## src/rtl/mux_rr_scheduler_pkg.sv

```systemverilog
// mux_rr_scheduler_pkg: shared widths, reset pointer and FSM encoding for the mux scheduler
package mux_rr_scheduler_pkg;
  localparam int NREQ = 8;
  localparam int SELW = 3;
  localparam logic [SELW-1:0] LAST_RST = 3'd7;
  typedef enum logic [1:0] {
    IDLE   = 2'd0,
    SWITCH = 2'd1,
    GRANT  = 2'd2
  } state_t;
endpackage

```

## src/rtl/mux_rr_scheduler_rr_pick8.sv

```systemverilog
// rr_pick8: combinational round-robin search starting after last, last itself lowest priority
module rr_pick8
  import mux_rr_scheduler_pkg::*;
(
  input  logic [NREQ-1:0] req,
  input  logic [SELW-1:0] last,
  output logic            found,
  output logic [SELW-1:0] win
);
  logic [SELW-1:0] idx;
  // scan from the farthest offset down so the nearest requester after last overwrites the rest
  always_comb begin
    found = |req;
    win = last;
    idx = last;
    for (int i = NREQ - 1; i >= 1; i--) begin
      idx = last + SELW'(i);
      win = req[idx] ? idx : win;
    end
  end
endmodule

```

## src/rtl/mux_rr_scheduler.sv

```systemverilog
// mux_rr_scheduler: round-robin, break-before-make driver for a shared 8:1 delay mux
module mux_rr_scheduler
  import mux_rr_scheduler_pkg::*;
#(
  parameter int DWELL  = 4,
  parameter int SETTLE = 1
) (
  input  logic            clk,
  input  logic            rst,
  input  logic [NREQ-1:0] req,
  output logic [SELW-1:0] sel,
  output logic            en,
  output logic [NREQ-1:0] grant,
  output logic            busy
);
  localparam logic [7:0] DW = 8'(DWELL - 1);
  localparam logic [7:0] ST = 8'(SETTLE - 1);
  state_t state, state_n;
  logic [7:0] cnt, cnt_n;
  logic [SELW-1:0] last, last_n, sel_n, win;
  logic en_n, found, arb;
  rr_pick8 u_pick (
    .req  (req),
    .last (last),
    .found(found),
    .win  (win)
  );
  // settle expiry hands the mux over; release, dwell expiry or idle trigger a fresh arbitration
  always_comb begin
    state_n = state;
    sel_n = sel;
    en_n = en;
    cnt_n = cnt;
    last_n = last;
    arb = state == GRANT ? (!req[sel] || cnt == 8'd0) : state == SWITCH ? !req[sel] : 1'b1;
    if (state == SWITCH && req[sel] && cnt == 8'd0) begin
      state_n = GRANT;
      en_n = 1'b1;
      cnt_n = DW;
      last_n = sel;
    end else if (arb && !found) begin
      state_n = IDLE;
      en_n = 1'b0;
    end else if (arb && win == sel) begin
      state_n = GRANT;
      en_n = 1'b1;
      cnt_n = DW;
      last_n = win;
    end else if (arb) begin
      state_n = SWITCH;
      sel_n = win;
      en_n = 1'b0;
      cnt_n = ST;
    end else begin
      cnt_n = cnt - 8'd1;
    end
  end
  // state and output registers; grant is derived from the next sel/en so it always matches the pins
  always_ff @(posedge clk or posedge rst) begin
    if (rst) begin
      state <= IDLE;
      sel <= '0;
      en <= 1'b0;
      grant <= '0;
      cnt <= 8'd0;
      last <= LAST_RST;
    end else begin
      state <= state_n;
      sel <= sel_n;
      en <= en_n;
      grant <= en_n ? {{(NREQ-1){1'b0}}, 1'b1} << sel_n : '0;
      cnt <= cnt_n;
      last <= last_n;
    end
  end
  assign busy = state != IDLE;
endmodule
```

## config.mk

```make
export PLATFORM = sky130hd
export DESIGN_NAME = mux_rr_scheduler
export DESIGN_NICKNAME = d
export VERILOG_FILES = /design/src/rtl/mux_rr_scheduler_pkg.sv /design/src/rtl/mux_rr_scheduler_rr_pick8.sv /design/src/rtl/mux_rr_scheduler.sv
export SDC_FILE = /design/constraint.sdc
export NUM_CORES = 1
export LEC_CHECK = 0
export CAP_MARGIN = 20
export CORE_MARGIN = 2
export CORE_UTILIZATION = 51
export DETAILED_ROUTE_END_ITERATION = 10
export GPL_ROUTABILITY_DRIVEN = 0
export PLACE_DENSITY = 0.7
export SLEW_MARGIN = 15
export SYNTH_ARGS = -nofsm -noshare
export SYNTH_HDL_FRONTEND = slang
export SYNTH_HIERARCHICAL = 1
export SYNTH_SLANG_ARGS = --single-unit
```

## constraint.sdc

```tcl
create_clock -name clk -period 4.7 [get_ports clk]
set_clock_uncertainty 0.2 [all_clocks]
set_input_delay 0.47 -clock clk [delete_from_list [all_inputs] [get_ports clk]]
set_output_delay 0.47 -clock clk [all_outputs]
set_load 0.01 [all_outputs]
```

==> results of run 1 <==
## state kept, by name (all words and copies together) (netlist names)
register and count:
cnt 8, en 1, grant 8, last 3, sel 3, state 2
## cells by family after synthesis
| family | Yosys count | share of synthesized area (%) |
|---|---|---|
| xor gates and xnor gates | 7 | 2.53 |
| muxes | 40 | 22.9 |
| DFF | 25 | 26.0 |
| and+or+nand+nor | 77 | 17.7 |
| AOI/OAI and AO/OA | 68 | 23.3 |
| adders and majority gates | 3 | 1.55 |
| buffers and inverters | 28 | 5.95 |
## layer usage
layer  vias to the layer above  track usage, %
met5                         -               0
met4                         0            8.23
met3                        12            3.45
met2                        59            38.0
met1                      1023            33.4
li1                        983               -
## layout make-up
cell class                      count  area (sq um)  area share [%]
Multi-Input combinational cell    195          1650            61.2
Tap cell                           54          67.6            2.51
Timing Repair Buffer               26           250            9.30
Sequential cell                    25           629            23.4
Clock inverter                      1          7.51           0.279
Inverter                           12          47.5            1.77
Clock buffer                        3          41.3            1.53
## per-stage QoR
step / hold WS [ns] / std cells / utilization, %
after floorplan: 0.267 / 248 / -
after global placement: 0.292 / 312 / 56.7
after detailed placement: 0.294 / 312 / 56.7
after CTS: 0.318 / 316 / 57.7
after global routing: 0.326 / 316 / 57.7
final: 0.318 / 316 / 57.7
## worst min path at each step
stage,cells past startpoint,slack [ns],endpoint
floorplan,1,0.27,cnt[7]$_DFFE_PP0P_
global placement,1,0.29,cnt[7]$_DFFE_PP0P_
detailed placement,1,0.29,cnt[7]$_DFFE_PP0P_
CTS,1,0.32,cnt[7]$_DFFE_PP0P_
global route,1,0.33,cnt[7]$_DFFE_PP0P_
finish,1,0.32,cnt[7]$_DFFE_PP0P_
## worst register-to-register path, cell delays in order, from the launching register on
cell,delay [ns]
dfstp_2,0.54
inv_1,0.09
ha_1,0.60
mux4_2,0.44
mux2i_1,0.20
o22ai_1,0.10
o211ai_1,0.20
a41oi_1,0.13
a311oi_1,0.27
buf_4,0.20
xor2_1,0.24
nor4_2,0.06
buf_4,0.18
o21ai_4,0.33
nor3_2,0.09
## cell usage in the layout (no fill, tap or decap), types with 7 or more instances in the layout
master           instances
nor2_1                  14
mux2_2                   9
dfrtp_1                 22
o211ai_1                 7
nand2_1                 21
inv_1                   10
mux4_2                   9
nor3_2                   8
clkdlybuf4s50_1         22
mux2i_1                 19
==> reports/results.tsv, run 1 <==
stage	metric	value	unit
global_route	grt_max_degree	26	
synth	synth-edff-count	0	
clock_network	htreeDepth	1	
synth	syn_nets	261	
placement	io_buffers	22	
detailed_routing	met3_length	249	um
setup_path	cp_common_cell	buf_4	
clock_network	cts_hold_buf	0	
synth	synth.distinct_cells	62	
setup_path	endpoint	grant[1]$_DFF_PP0_	
final_layout	n_antenna_cell	0	
synth	seq_area_frac_synth	26.0	%
synth	synthCells	248	
setup_path	worst_ep_arrival_time	3.94	ns
timing	rsz0062_at_grt	false	
setup_path	crit_slowest_cell	ha_1	
floorplanning	die_y	72.9	um
setup_path	path_class	reg2reg	
timing	hold_viol	0	
synth	async_flop_share	100	%
status	status	finished clean	
final_layout	fillers	423	
final_layout	drive_above_1_share	18.3	%
setup_path	path_max_fanout	14	
synth	syn-cell-area	0.00242	sq mm
clock_network	cts_root_buffer	clkbuf_8	
setup_path	worst_r2r_endpoint	grant[1]$_DFF_PP0_	
global_route	antenna_found_initial	0	
global_route	grt_pass1_vias	2044	
setup_path	critPathLaunch	last[1]$_DFFE_PP1P_	
detailed_routing	remaining_drc_errors	0	
detailed_routing	ant_nets	0	
placement	place_ws	0.692	ns
detailed_routing	first_pass_iters	4	
timing	worst_slack	0.709	ns
clock_network	cts_setup_buffers	0	
global_route	grt-ovfl-total	0	
detailed_routing	routed-wl-met2	2820	um
detailed_routing	viasPerCell	6.57	
setup_path	path_depth	14	
synth	ys_seq_elements	25	
setup_path	path_delay_family	compound AO/OA/AOI/OAI gates	
clock_network	clock_sinks	25	
final_layout	layout.nets	276	
placement	place_area	0.00264	sq mm
job	maxCapViolCount	0	
setup_path	rr_startpoint	last[1]$_DFFE_PP1P_	
clock_network	cts_tree	built	
synth	synth_area_leaders	dfrtp_1 23%, mux4_2 8.4%, mux2i_1 7.9%	
timing	period_needed	3.99	ns
synth	ys.warnings.count	6	
detailed_routing	vias	2077	
synth	avgSynthCellArea	9.76	sq um
detailed_routing	highest_layer	met4	
min_path	hp-class	reg2reg	
clock_network	path_clk_slew	0.09	ns
timing	slew_viol_final	0	
clock_network	clkLatencyLatePin	0.27	ns
setup_path	worstPathRequired	4.64	ns
clock_network	cts_resized	0	
setup_path	crit_buf_inv	3	
timing	fin_crit_sh	84.9	%
timing	slew-limit-headroom	36.3	%
setup_path	ff2ff_setup_slack	0.71	ns
setup_path	path_cells	inv_1 > ha_1 > mux4_2 > mux2i_1 > o22ai_1 > o211ai_1 > a41oi_1 > a311oi_1 > buf_4 > xor2_1 > nor4_2 > buf_4 > o21ai_4 > nor3_2	
clock_network	cts.path.max_buffers	2	
detailed_routing	drtIter0Drc	162	
synth	yosysTopAreaCell	dfrtp_1	
final_layout	synthToLayoutAreaGrowth	11.2	%
synth	synth.most_common_cell	dfrtp_1	
setup_path	end_kind	flip-flop	
floorplanning	die_area	0.00531	sq mm
clock_network	cts_inserted_buffers	3	
timing	tightest_slew	0.954	ns
final_layout	fin_area	0.00269	sq mm
detailed_routing	drt-met1-wl	2620	um
placement	hpwl	4200	um
floorplanning	io_pins	23	
synth	yosys.area.top_type_share	22.8	%
min_path	worstHoldStart	cnt[7]$_DFFE_PP0P_	
floorplanning	start_util	51.9	%
setup_path	max_stage_delay	0.60	ns
floorplanning	fp-row-count	25	
global_route	grt_usage	23.9	%
timing	fmax	251	MHz
global_route	grt_pass1_wl	9980	um
floorplanning	core_area	0.00466	sq mm
timing	fin_tns_setup	0	ns
detailed_routing	wl_per_cell	18.3	um
detailed_routing	wirelength	5780	um
timing	setup_violations	0	
synth	synthTopCellsByCount	22 x dfrtp_1, 21 x nand2_1, 19 x mux2i_1	
setup_path	critPathLaunchType	flip-flop	
synth	synth-main-ff-cell	dfrtp_1	
setup_path	reg2reg_depth	14	
floorplanning	die_w	72.9	um
Power of run 1 is left out: the tool's default activity adds up to more than one toggle a clock period on the data nets, which glitch-free logic cannot reach.
==> run 2: changes to the inputs <==
- clock period: 4.7 -> 4.2 ns (I/O delays scaled with it)
==> reports/results.tsv, run 2 (synthesized netlist as in run 1, its figures left out) <==
stage	metric	value	unit
status	status	finished clean	
setup_path	worst_ep_arrival_time	3.82	ns
floorplanning	start_util	51.9	%
setup_path	end_kind	flip-flop	
floorplanning	die_w	72.9	um
final_layout	fillers	393	
detailed_routing	ant_nets	0	
global_route	grt_pass1_wl	9720	um
clock_network	cts_inserted_buffers	3	
final_layout	final_cells	320	
global_route	grt_max_degree	26	
clock_network	path_clk_slew	0.09	ns
timing	period_needed	3.87	ns
timing	tightest_slew	0.810	ns
timing	hold_viol	0	
timing	fin_tns_setup	0	ns
floorplanning	io_pins	23	
floorplanning	fp-row-count	25	
detailed_routing	vias	2110	
setup_path	rr_startpoint	last[1]$_DFFE_PP1P_	
setup_path	path_max_fanout	9	
final_layout	area.sequential	629	sq um
detailed_routing	wl_per_cell	18.3	um
timing	slew-limit-headroom	45.2	%
clock_network	cts_tree	built	
global_route	antenna_found_initial	0	
clock_network	cts.path.max_buffers	2	
global_route	grt_pass1_vias	2014	
floorplanning	core_area	0.00466	sq mm
detailed_routing	viasPerCell	6.59	
setup_path	critPathLaunchType	flip-flop	
detailed_routing	wirelength	5850	um
final_layout	top_regs	cnt x8, grant x8	
setup_path	critPathLaunch	last[1]$_DFFE_PP1P_	
final_layout	n_antenna_cell	0	
floorplanning	die_area	0.00531	sq mm
setup_path	crit_slowest_cell	dfstp_2	
setup_path	worstPathRequired	4.15	ns
clock_network	cts_hold_buf	0	
timing	fin_crit_sh	92.2	%
clock_network	clock_sinks	25	
timing	fmax	258	MHz
floorplanning	die_y	72.9	um
setup_path	path_class	reg2reg	
timing	setup_violations	0	
placement	hpwl	4250	um
clock_network	clkLatencyLatePin	0.27	ns
setup_path	max_stage_delay	0.54	ns
placement	io_buffers	22	
job	maxCapViolCount	0	
final_layout	mostFrequentLayoutCells	22 x dfrtp_1, 22 x clkdlybuf4s50_1, 21 x nand2_1	
final_layout	layout.nets	280	
global_route	grt-ovfl-total	0	
placement	placedCellCount	315	
min_path	hp-class	in2async	
clock_network	cts_root_buffer	clkbuf_8	
clock_network	htreeDepth	1	
timing	rsz0062_at_grt	false	
global_route	grt_usage	23.2	%
final_layout	multi_input_area	0.00165	sq mm
detailed_routing	drtIter0Drc	162	
setup_path	path_cells	inv_1 > ha_1 > mux4_2 > mux2i_1 > o22ai_1 > o211ai_1 > a41oi_1 > a311oi_2 > xor2_1 > nor4_2 > buf_4 > o21ai_4 > nor3_2	
timing	slew_viol_final	0	
final_layout	drive_above_1_share	19.9	%
detailed_routing	remaining_drc_errors	0	
final_layout	synthToLayoutAreaGrowth	13.5	%
detailed_routing	first_pass_iters	5	
==> run 2: per-layer routing <==
layer | wire, um | GRT usage [%] | vias to the layer above
li1 | - | - | 993
met1 | 2570 | 32.9 | 1030
met2 | 2860 | 37.8 | 74
met3 | 324 | 2.49 | 13
met4 | 90 | 6.58 | 0
met5 | 0 | 0 | -
==> run 2: path summary, 6_finish.rpt <==
kind / to / cells past startpoint / slack (ns)
setup / recovery: grant[4]$_DFF_PP0_ / 13 / 0.33
hold / removal: cnt[7]$_DFFE_PP0P_ / 2 / 0.17
setup reg to reg: grant[4]$_DFF_PP0_ / 13 / 0.33
hold reg to reg: cnt[7]$_DFFE_PP0P_ / 1 / 0.33
max in group asynchronous: last[1]$_DFFE_PP1P_ / 3 / 3.16
min in group clk: cnt[7]$_DFFE_PP0P_ / 1 / 0.33
==> run 2: what timing repair did <==
action	4_1_cts	5_1_grt
gates resized for setup	0	1
buffers inserted	0	0
setup endpoints to repair	0	6
==> run 2: cell type report <==
cell class                      instances  share of cell area, %
Tap cell                               54                   2.46
Clock inverter                          1                  0.273
Timing Repair Buffer                   30                   10.9
Multi-Input combinational cell        195                   60.2
Sequential cell                        25                   22.9
Clock buffer                            3                   1.50
Inverter                               12                   1.73
==> run 2: per-stage QoR <==
stage	utilization (%)	setup slack [ns]	instance area [sq um]	hold WS, ns
after floorplan	-	0.238	2420	0.245
after global placement	57.2	0.304	2660	0.295
after detailed placement	57.2	0.232	2660	0.306
after CTS	58.2	0.262	2710	0.333
after global routing	58.9	0.0864	2750	0.189
final	58.9	0.329	2750	0.173
==> run 2: worst max-delay path, delay by kind of cell, from the launching register on <==
kind,cells,cell delay (ns)
xor gates and xnor gates,1,0.26
muxes,2,0.65
AOI/OAI and AO/OA,5,1.18
buffers and inverters,2,0.29
adders and majority gates,1,0.48
DFF,1,0.54
and+or+nand+nor,2,0.16
Power of run 2 is left out for the same reason.
==> run 3: changes to the inputs <==
- HOLD_SLACK_MARGIN: default -> 0.15
- SLEW_MARGIN: 15 -> default
==> reports/results.tsv, run 3 (synthesized netlist as in run 1, its figures left out) <==
stage	metric	value	unit
timing	fin_crit_sh	93.0	%
floorplanning	die_w	72.9	um
timing	hold_viol	0	
clock_network	cts_root_buffer	clkbuf_8	
detailed_routing	remaining_drc_errors	0	
timing	fin_tns_setup	0	ns
global_route	grt_pass1_wl	9720	um
timing	fmax	256	MHz
timing	period_needed	3.91	ns
floorplanning	core_area	0.00466	sq mm
setup_path	crit_slowest_cell	dfstp_2	
detailed_routing	drtIter0Drc	143	
status	status	finished clean	
floorplanning	die_y	72.9	um
setup_path	rr_startpoint	last[1]$_DFFE_PP1P_	
detailed_routing	vias	2114	
clock_network	path_clk_slew	0.09	ns
setup_path	worstPathRequired	4.15	ns
clock_network	cts_resized	0	
timing	rsz0062_at_grt	false	
final_layout	layout.nets	280	
setup_path	path_max_fanout	9	
clock_network	cts_inserted_buffers	3	
timing	holdWs	0.159	ns
clock_network	htreeDepth	1	
setup_path	endpoint	grant[0]$_DFF_PP0_	
floorplanning	io_pins	23	
setup_path	max_stage_delay	0.54	ns
clock_network	clock_sinks	25	
global_route	antenna_found_initial	0	
placement	io_buffers	22	
clock_network	cts.path.max_buffers	2	
job	maxCapViolCount	0	
global_route	grt_pass1_vias	2014	
placement	hpwl	4250	um
setup_path	critPathLaunch	last[1]$_DFFE_PP1P_	
detailed_routing	first_pass_iters	4	
setup_path	critPathLaunchType	flip-flop	
detailed_routing	wl_per_cell	18.4	um
min_path	hp-class	in2async	
clock_network	cts_tree	built	
final_layout	n_antenna_cell	0	
setup_path	path_class	reg2reg	
setup_path	reg2reg_depth	13	
timing	setup_violations	0	
final_layout	mostFrequentLayoutCells	22 x dfrtp_1, 22 x clkdlybuf4s50_1, 21 x nand2_1	
clock_network	clkLatencyLatePin	0.27	ns
final_layout	top_regs	cnt x8, grant x8	
timing	slew-limit-headroom	44.6	%
final_layout	fillers	393	
timing	tightest_slew	0.820	ns
detailed_routing	ant_nets	0	
final_layout	drive_above_1_share	19.9	%
detailed_routing	wirelength	5900	um
clock_network	cts_setup_buffers	0	
floorplanning	start_util	51.9	%
setup_path	ff2ff_setup_slack	0.29	ns
setup_path	end_kind	flip-flop	
setup_path	worst_ep_arrival_time	3.86	ns
detailed_routing	viasPerCell	6.61	
global_route	grt_usage	23.2	%
global_route	grt_max_degree	26	
setup_path	worst_r2r_endpoint	grant[0]$_DFF_PP0_	
clock_network	cts_hold_buf	0	
global_route	grt-ovfl-total	0	
setup_path	path_cells	inv_1 > ha_1 > mux4_2 > mux2i_1 > o22ai_1 > o211ai_1 > a41oi_1 > a311oi_2 > xor2_1 > nor4_2 > buf_4 > o21ai_4 > nor3_2	
floorplanning	fp-row-count	25	
final_layout	synthToLayoutAreaGrowth	13.5	%
timing	slew_viol_final	0	
floorplanning	die_area	0.00531	sq mm
[run 3: layer usage]
layer / wire length (um) / vias to the layer above / global-route usage [%]
li1: - / 994 / -
met1: 2600 / 1032 / 32.9
met2: 2910 / 80 / 37.8
met3: 317 / 8 / 2.49
met4: 68 / 0 / 6.58
met5: 0 / - / 0
[run 3: per-stage QoR]
step                      std cells  cell area [sq um]  setup WS (ns)  utilization [%]
after floorplan                 248               2420          0.238                -
after global placement          315               2660          0.304             57.2
after detailed placement        315               2660          0.232             57.2
after CTS                       319               2710          0.262             58.2
after global routing            320               2750         0.0864             58.9
final                           320               2750          0.294             58.9
[run 3: how the worst min path moves through the flow]
stage                          to  slack, ns  cells after the start
3_3_place_gp   cnt[7]$_DFFE_PP0P_       0.30                      1
6_report       cnt[3]$_DFFE_PP0P_       0.16                      2
2_1_floorplan  cnt[0]$_DFFE_PP0P_       0.25                      1
4_1_cts        cnt[7]$_DFFE_PP0P_       0.33                      1
5_1_grt        cnt[4]$_DFFE_PP0P_       0.17                      2
3_5_place_dp   cnt[7]$_DFFE_PP0P_       0.31                      1
[run 3: area by class of cell]
type / instances / area, sq um / share of cell area, %
Multi-Input combinational cell: 195 / 1650 / 60.2
Tap cell: 54 / 67.6 / 2.46
Clock inverter: 1 / 7.51 / 0.273
Clock buffer: 3 / 41.3 / 1.50
Sequential cell: 25 / 629 / 22.9
Timing Repair Buffer: 30 / 300 / 10.9
Inverter: 12 / 47.5 / 1.73
[run 3: worst max-delay path, delay by kind of cell, from the launching register on]
family | cells | cell delay [ns]
fa+ha+maj | 1 | 0.49
simple gates | 2 | 0.16
xor+xnor | 1 | 0.26
mux | 2 | 0.68
flops | 1 | 0.54
compound gates | 5 | 1.16
buf+inv | 2 | 0.29
Power of run 3 is left out for the same reason.
